## src/rtl/status_flag_unit.sv

```systemverilog
// Execute-stage status flags (Z/N/C/V) with branch-condition evaluation and a
// saturating taken-branch counter. Optional sticky overflow enabled by STICKY_OVF_EN.
module status_flag_unit #(
  parameter int BUS_WIDTH = 32,
  parameter int CNT_WIDTH = 16
) (
  input  logic                 clk,
  input  logic                 reset,
  input  logic [BUS_WIDTH-1:0] result_in,
  input  logic                 carry_in,
  input  logic                 ovf_in,
  input  logic                 flag_we,
  input  logic [3:0]           cond_in,
  input  logic                 br_valid_in,
  input  logic                 cnt_clr_in,
  input  logic                 sticky_clr_in,
  output logic                 zero_out,
  output logic                 neg_out,
  output logic                 carry_out,
  output logic                 ovf_out,
  output logic                 taken_out,
  output logic                 br_valid_out,
  output logic [CNT_WIDTH-1:0] taken_cnt_out,
  output logic                 sticky_ovf_out
);

  logic                 r_zero;
  logic                 r_neg;
  logic                 r_carry;
  logic                 r_ovf;
  logic                 r_taken;
  logic                 r_brValid;
  logic [CNT_WIDTH-1:0] r_takenCnt;

  logic w_zeroIn;
  logic w_negIn;
  logic w_evalZ;
  logic w_evalN;
  logic w_evalC;
  logic w_evalV;
  logic w_condTrue;
  logic w_countTaken;

  assign w_zeroIn = (result_in == '0);
  assign w_negIn  = result_in[BUS_WIDTH-1];

  // A flag write in the same cycle as a request is forwarded so the branch
  // sees the result it depends on rather than the previous flags.
  assign w_evalZ = flag_we ? w_zeroIn : r_zero;
  assign w_evalN = flag_we ? w_negIn  : r_neg;
  assign w_evalC = flag_we ? carry_in : r_carry;
  assign w_evalV = flag_we ? ovf_in   : r_ovf;

  always_comb begin
    w_condTrue = 1'b0;
    case (cond_in)
      4'h0:    w_condTrue = w_evalZ;
      4'h1:    w_condTrue = !w_evalZ;
      4'h2:    w_condTrue = w_evalC;
      4'h3:    w_condTrue = !w_evalC;
      4'h4:    w_condTrue = w_evalN;
      4'h5:    w_condTrue = !w_evalN;
      4'h6:    w_condTrue = w_evalV;
      4'h7:    w_condTrue = !w_evalV;
      4'h8:    w_condTrue = w_evalC && !w_evalZ;
      4'h9:    w_condTrue = !w_evalC || w_evalZ;
      4'hA:    w_condTrue = (w_evalN == w_evalV);
      4'hB:    w_condTrue = (w_evalN != w_evalV);
      4'hC:    w_condTrue = !w_evalZ && (w_evalN == w_evalV);
      4'hD:    w_condTrue = w_evalZ || (w_evalN != w_evalV);
      4'hE:    w_condTrue = 1'b1;
      default: w_condTrue = 1'b0;
    endcase
  end

  assign w_countTaken = br_valid_in && w_condTrue;

  always_ff @(posedge clk or posedge reset) begin
    if (reset) begin
      r_zero  <= 1'b0;
      r_neg   <= 1'b0;
      r_carry <= 1'b0;
      r_ovf   <= 1'b0;
    end else if (flag_we) begin
      r_zero  <= w_zeroIn;
      r_neg   <= w_negIn;
      r_carry <= carry_in;
      r_ovf   <= ovf_in;
    end
  end

  always_ff @(posedge clk or posedge reset) begin
    if (reset) begin
      r_taken   <= 1'b0;
      r_brValid <= 1'b0;
    end else begin
      r_taken   <= w_countTaken;
      r_brValid <= br_valid_in;
    end
  end

  // Clear beats a same-cycle increment; the count sticks at all-ones.
  always_ff @(posedge clk or posedge reset) begin
    if (reset) begin
      r_takenCnt <= '0;
    end else if (cnt_clr_in) begin
      r_takenCnt <= '0;
    end else if (w_countTaken && (r_takenCnt != '1)) begin
      r_takenCnt <= r_takenCnt + CNT_WIDTH'(1);
    end
  end

`ifdef STICKY_OVF_EN
  logic r_stickyOvf;

  always_ff @(posedge clk or posedge reset) begin
    if (reset) begin
      r_stickyOvf <= 1'b0;
    end else if (flag_we && ovf_in) begin
      r_stickyOvf <= 1'b1;
    end else if (sticky_clr_in) begin
      r_stickyOvf <= 1'b0;
    end
  end

  assign sticky_ovf_out = r_stickyOvf;
`else
  logic w_unusedStickyClr;

  assign w_unusedStickyClr = sticky_clr_in;
  assign sticky_ovf_out    = 1'b0;
`endif

  assign zero_out      = r_zero;
  assign neg_out       = r_neg;
  assign carry_out     = r_carry;
  assign ovf_out       = r_ovf;
  assign taken_out     = r_taken;
  assign br_valid_out  = r_brValid;
  assign taken_cnt_out = r_takenCnt;

endmodule

```

## config.mk

```make
export PLATFORM = sky130hd
export DESIGN_NAME = status_flag_unit
export DESIGN_NICKNAME = d
export VERILOG_FILES = /design/src/rtl/status_flag_unit.sv
export SDC_FILE = /design/constraint.sdc
export NUM_CORES = 1
export LEC_CHECK = 0
export CORE_MARGIN = 3
export CORE_UTILIZATION = 41
export CTS_CLUSTER_DIAMETER = 60
export CTS_CLUSTER_SIZE = 8
export DETAILED_ROUTE_END_ITERATION = 10
export PLACE_DENSITY = 0.89
export SYNTH_ARGS = -nofsm -noshare
export SYNTH_HDL_FRONTEND = slang
export SYNTH_SLANG_ARGS = --single-unit
```

## constraint.sdc

```tcl
create_clock -name clk -period 3.1 [get_ports clk]
set_input_delay 0.775 -clock clk [delete_from_list [all_inputs] [get_ports clk]]
set_output_delay 0.775 -clock clk [all_outputs]
set_load 0.02 [all_outputs]
```

==> results of run 1 <==
[registers in the layout, summed over array words and instances (netlist names)]
register and flops:
neg_out 1, taken_cnt_out 16, carry_out 1, taken_out 1, zero_out 1, br_valid_out 1, ovf_out 1
[through the flow]
stage | utilization | hold slack [ns] | setup WS [ns]
after floorplan | - | 0.6428 | 0.1540
after global placement | 0.6926 | 0.5558 | -0.3192
after detailed placement | 0.6926 | 0.5595 | -0.3685
after CTS | 0.7148 | 0.5902 | -0.01398
after global routing | 0.7723 | 0.6172 | -0.1144
final | 0.7723 | 0.5881 | -0.02871
[cell type report]
type,count,area [um2]
inverter,7,26.28
tap,44,55.05
sequential,22,550.5
timing repair buffer,81,814.5
fill,209,729.5
multi-input combinational,115,991.0
clock buffer,4,36.28
[repair_timing]
item | in CTS | in global routing
cloned | 0 | 1
endpoints found under the hold margin | 0 | 0
resized for setup | 6 | 33
buffers inserted | 1 | 3
pin swaps | 3 | 13
setup endpoints to repair | 10 | 16
[how the worst max path moves through the flow]
stage | from | endpoint | slack [ns] | cells past startpoint
floorplan | result_in[19] | taken_cnt_out[13]$_DFFE_PP0P_ | 0.15 | 9
global placement | result_in[31] | taken_cnt_out[8]$_DFFE_PP0P_ | -0.32 | 11
detailed placement | result_in[31] | taken_cnt_out[8]$_DFFE_PP0P_ | -0.37 | 11
CTS | result_in[31] | taken_cnt_out[10]$_DFFE_PP0P_ | -0.01 | 10
global route | result_in[6] | taken_cnt_out[13]$_DFFE_PP0P_ | -0.11 | 9
finish | result_in[6] | taken_cnt_out[11]$_DFFE_PP0P_ | -0.03 | 9
[report_power, final]
| part | switching [uW] | leakage (uW) | internal, uW |
|---|---|---|---|
| clock network | 82.9 | 0.0000210 | 71.8 |
| logic | 110 | 0.000703 | 125 |
| registers | 6.88 | 0.000297 | 295 |
| total | 200 | 0.00102 | 492 |
[synth_stat cells, types with 3 or more instances]
library cell  instances
nor4_1                6
inv_1                 7
mux2_2                3
dfrtp_1              22
a211oi_1              4
mux2i_1               4
xnor2_1              10
a2111oi_2             4
nand2_1               9
a21bo_1               3
nand3b_1              4
nor2_1               18
nand3_1               7
nand4_1               3
a21oi_2               3
a21oi_1               3
[metal layers]
metal / share of wire / global-route usage
met1: 0.39 / 0.2659
met2: 0.56 / 0.3717
met3: 0.029 / 0.02393
met4: 0.024 / 0.04922
met5: 0 / 0
[logic make-up (layout without fill, tap and decap cells)]
logic type,count (synthesis),after routing,synth area share
buffers and inverters,13,92,0.03786
adders and majority gates,1,1,0.008604
other,1,1,0.002579
and+or+nand+nor,62,62,0.2324
xor gates and xnor gates,12,12,0.07229
muxes,8,8,0.05852
AOI/OAI and AO/OA,30,31,0.2091
DFF,22,22,0.3787
[worst max-delay path, delay by kind of cell]
kind	cells	cell delay, ns
XOR/XNOR	1	0.17
buffers and inverters	1	0.40
multiplexers	1	0.22
AO/OA/AOI/OAI	2	0.77
AND/OR/NAND/NOR	4	0.97
==> results.yml, run 1 <==
worst_hold_path:
  min_path_cells: 2
  hp-class: "register to register"
  worstHoldEndpoint: "taken_cnt_out[12]$_DFFE_PP0P_"
  min-delay-start: "taken_cnt_out[12]$_DFFE_PP0P_"
setup_path:
  rr_worst_depth: 9
  cp.required_ns: 3.28
  worst-setup-path-type: "input port to register"
  reg2reg_slack_ns: 0.57
  r2r-end: "taken_cnt_out[11]$_DFFE_PP0P_"
  critPathSlowestCell: "or3_4"
  arrival_ns: 3.31
  crit_path_end_kind: "register"
  critical-path-max-stage-delay_ns: 0.46
  cp_max_fo: 5
  crit_path_start_kind: "input port"
  cp_cell_sequence: "clkdlybuf4s50_1 > nor4_1 > nand4_1 > or3_4 > mux2i_4 > a211o_4 > a2111oi_2 > xnor2_1 > nor2_1"
  r2r_start: "taken_cnt_out[0]$_DFFE_PP0P_"
floorplanning:
  dieArea_um2: 4297
  core_area_um2: 3203
  ios: 67
  fp.dieH_um: 65.55
  rows: 20
  fp.dieW_um: 65.55
  initial_core_util: 0.4539
synthesis:
  ys.flop_type: "dfrtp_1"
  postSynthAreaPerCell_um2: 9.758
  yosysWarnings: 0
  syn-num-nets: 194
  yosysUniqueCellTypes: 46
  synth_top_area_frac: 0.3787
  ys_seq_area_frac: 0.3787
  synthTopCellsByArea: "dfrtp_1, xnor2_1, nor2_1, a2111oi_2, mux2i_1"
  synth-edff-count: 0
  synth_seq_cells: 22
  yosysTopAreaCell: "dfrtp_1"
  syn_inst: 149
  synthArstFlopShare: 1.000
  synth_area_um2: 1454
route:
  ant_nets: 0
  first_pass_iters: 4
  drt_iter0_drc: 59
  avgRoutedWirePerCell_um: 18.10
  drt_wl_total_um: 4941
  drc: 0
  vias_per_cell: 5.289
  vias: 1444
sta:
  worst_slack_ns: -0.02871
  finClkSkew_ns: 0.004059
  period_minus_slack_ns: 3.129
  maxSlewHeadroom: 0.4543
  slew_viol_final: 0
  hold_violations: 0
  setup_violations: 4
  tns_ns: -0.06465
  tightest_slew_ns: 0.8177
  period_share: 1.009
  fmax_mhz: 319.6
power_and_ir_drop:
  power.density_nw_per_um2: 279.7
  total_power_uw: 691.9
  leakagePower_uw: 0.001020
  ir_drop_v: 0.0003451
global_route:
  grt_start_max_net_pins: 23
  grt-ovfl-total: 0
  antenna_found_initial: 0
  grt_pass1_wl_um: 6975
  track_usage: 0.2077
  grt_pass1_vias: 1458
job:
  maxCapViolations: 0
place:
  dp_cells: 264
  port-buffer-count: 64
  hpwl_um: 3342
  place_area_um2: 2218
  gp_congestion: 0.8039
final_layout:
  final_cell_mix: "clkdlybuf4s50_1, dfrtp_1, nor2_1"
  final-instance-count-excl-fill: 273
  fin_area_um2: 2474
  area_growth_pct: 70.14
  nNetsFinal: 275
  drive_gt1_frac: 0.2358
  antennaDiodeCount: 0
  mostFrequentLayoutCell: "clkdlybuf4s50_1"
outcome:
  violations: "setup timing"
  status: "complete, but fails checks"
clock_network:
  cts_root_buf: "clkbuf_4"
  cts_tree: "built"
  cts_buffers: 3
  clk_latency_ns: 0.31
  cts_hold_buf: 0
  clk_pin_slew_worst_paths_ns: 0.11
  clkSinkCount: 22
  h-tree-depth: 1
  clk_path_buf_depth: 2
(Power assumes the default switching activity.)
==> run 2, diff against run 1 <==
--- a/config.mk
+++ b/config.mk
@@ -5,9 +5,10 @@
 export SDC_FILE = /design/constraint.sdc
 export NUM_CORES = 1
 export LEC_CHECK = 0
+export CAP_MARGIN = 20
 export CORE_MARGIN = 3
 export CORE_UTILIZATION = 41
-export CTS_CLUSTER_DIAMETER = 60
+export CTS_CLUSTER_DIAMETER = 50
 export CTS_CLUSTER_SIZE = 8
 export DETAILED_ROUTE_END_ITERATION = 10
 export PLACE_DENSITY = 0.89
==> results of run 2 <==
Same layout as run 1: the final DEF is identical, and so are final timing and power.
==> run 3, diff against run 2 <==
--- a/config.mk
+++ b/config.mk
@@ -7,11 +7,12 @@
 export LEC_CHECK = 0
 export CAP_MARGIN = 20
 export CORE_MARGIN = 3
-export CORE_UTILIZATION = 41
+export CORE_UTILIZATION = 37
 export CTS_CLUSTER_DIAMETER = 50
 export CTS_CLUSTER_SIZE = 8
 export DETAILED_ROUTE_END_ITERATION = 10
-export PLACE_DENSITY = 0.89
+export PLACE_DENSITY = 0.85
+export RECOVER_POWER = 100
 export SYNTH_ARGS = -nofsm -noshare
 export SYNTH_HDL_FRONTEND = slang
 export SYNTH_SLANG_ARGS = --single-unit
==> constraint.sdc (replaced) <==
create_clock -name clk -period 2.5 [get_ports clk]
set_input_delay 0.625 -clock clk [delete_from_list [all_inputs] [get_ports clk]]
set_output_delay 0.625 -clock clk [all_outputs]
set_load 0.02 [all_outputs]
==> results.yml, run 3 (synthesized netlist as in run 1, its figures left out) <==
sta:
  period_share: 1.095
  finClkSkew_ns: 0.002684
  hold_violations: 0
  worst_slack_ns: -0.2378
  maxSlewHeadroom: 0.1928
  rsz0062_at_grt: "true"
  tightest_slew_ns: 1.211
  slew_viol_final: 0
  tns_ns: -2.085
  fmax_mhz: 365.3
  worst_hold_slack_ns: 0.5917
  period_minus_slack_ns: 2.738
  setup_violations: 15
global_route:
  antenna_found_initial: 0
  grt_pass1_vias: 1755
  grt_pass1_wl_um: 8866
  track_usage: 0.2549
  grt-ovfl-total: 0
  grt_start_max_net_pins: 23
final_layout:
  drive_gt1_frac: 0.4115
  antennaDiodeCount: 0
  mostFrequentLayoutCell: "clkdlybuf4s50_1"
  finish.utilization: 0.7306
  fillers: 230
  largest_reg_flops: 16
  final_cell_mix: "clkdlybuf4s50_1, dfrtp_1, buf_4"
  nNetsFinal: 289
  area_growth_pct: 86.75
setup_path:
  path_buf_inv: 2
  cp.required_ns: 2.66
  cp_cell_sequence: "clkdlybuf4s15_1 > nor4_4 > nand3_1 > or3_4 > mux2i_2 > a211o_4 > buf_12 > a21oi_4 > nand4_1 > mux2_4"
  worst-setup-path-type: "input port to register"
  critical-path-max-stage-delay_ns: 0.44
  cp_max_fo: 5
  arrival_ns: 2.90
  crit_family: "simple AND/OR/NAND/NOR gates"
  crit_path_start_kind: "input port"
  critPathSlowestCell: "or3_4"
  crit_path_end_kind: "register"
floorplanning:
  initial_core_util: 0.3912
  core_area_um2: 3716
  fp.dieH_um: 68.69
  dieArea_um2: 4718
  fp.dieW_um: 68.69
  ios: 67
  rows: 22
clock_network:
  clk_path_buf_depth: 2
  cts_root_buf: "clkbuf_8"
  clkSinkCount: 22
  cts_buffers: 3
  clk_pin_slew_worst_paths_ns: 0.09
  h-tree-depth: 1
  cts_hold_buf: 0
  cts_tree: "built"
  clk_latency_ns: 0.27
route:
  drc: 0
  vias_per_cell: 5.694
  vias: 1657
  drt_iter0_drc: 160
  first_pass_iters: 4
  ant_nets: 0
  drt_wl_total_um: 6080
  avgRoutedWirePerCell_um: 20.89
place:
  port-buffer-count: 64
  dpl_worst_slack_ns: -0.7747
  hpwl_um: 3440
  gp_congestion: 0.8634
power_and_ir_drop:
  leakagePower_uw: 0.001071
  total_power_uw: 1085
  power.density_nw_per_um2: 399.6
  ir_drop_v: 0.0002577
outcome:
  status: "complete, but fails checks"
  violations: "setup timing"
worst_hold_path:
  hp-class: "register to register"
job:
  maxCapViolations: 0
## run 3: what timing repair did
action,CTS,global route
cloned,0,0
pin swaps,31,23
endpoints found under the setup margin,17,16
buffers inserted,9,3
resized for setup,148,27
## run 3: final cells by class
class	count	area, um2	area share
multi-input combinational	114	1117	0.4115
sequential	22	551.8	0.2032
clock inverter	1	30.03	0.01106
tap	48	60.06	0.02212
timing repair buffer	96	888.4	0.3272
clock buffer	3	41.29	0.01521
inverter	7	26.28	0.009677
## run 3: where the power goes
| part | total (uW) | switching (uW) | internal [uW] |
|---|---|---|---|
| registers | 378 | 12.1 | 366 |
| clock network | 347 | 132 | 214 |
| logic | 360 | 174 | 186 |
| total | 1080 | 319 | 766 |
## run 3: through the flow
step	cells	instance area [um2]
finish	291	2715
global route	291	2715
CTS	288	2599
detailed placement	275	2297
global placement	275	2297
floorplan	149	1484
## run 3: worst paths after layout
| path | from | to | slack, ns | cells past startpoint |
|---|---|---|---|---|
| worst min-delay path | taken_cnt_out[11]$_DFFE_PP0P_ | taken_cnt_out[11]$_DFFE_PP0P_ | 0.59 | 2 |
| min in group asynchronous | reset | br_valid_out$_DFF_PP0_ | 1.18 | 3 |
| worst max-delay path | result_in[19] | taken_cnt_out[13]$_DFFE_PP0P_ | -0.24 | 10 |
| worst max register to register | neg_out$_DFF_PP0_ | taken_cnt_out[11]$_DFFE_PP0P_ | -0.06 | 10 |
| max in group asynchronous | reset | neg_out$_DFF_PP0_ | 0.53 | 3 |
| worst min register to register | taken_cnt_out[11]$_DFFE_PP0P_ | taken_cnt_out[11]$_DFFE_PP0P_ | 0.59 | 2 |
## run 3: layer usage
metal  vias up  part of all wire  global-route usage
met5         -                 0                   0
met4         0             0.056             0.09926
met3        37             0.042             0.01621
met2        76              0.52              0.4410
met1       816              0.38              0.3293
li1        728                 -                   -
## run 3: tightest hold or removal path, delay by kind of cell (launching register included)
family	cells	cell delay, ns
DFF	1	0.40
xor gates and xnor gates	1	0.13
and+or+nand+nor	1	0.04
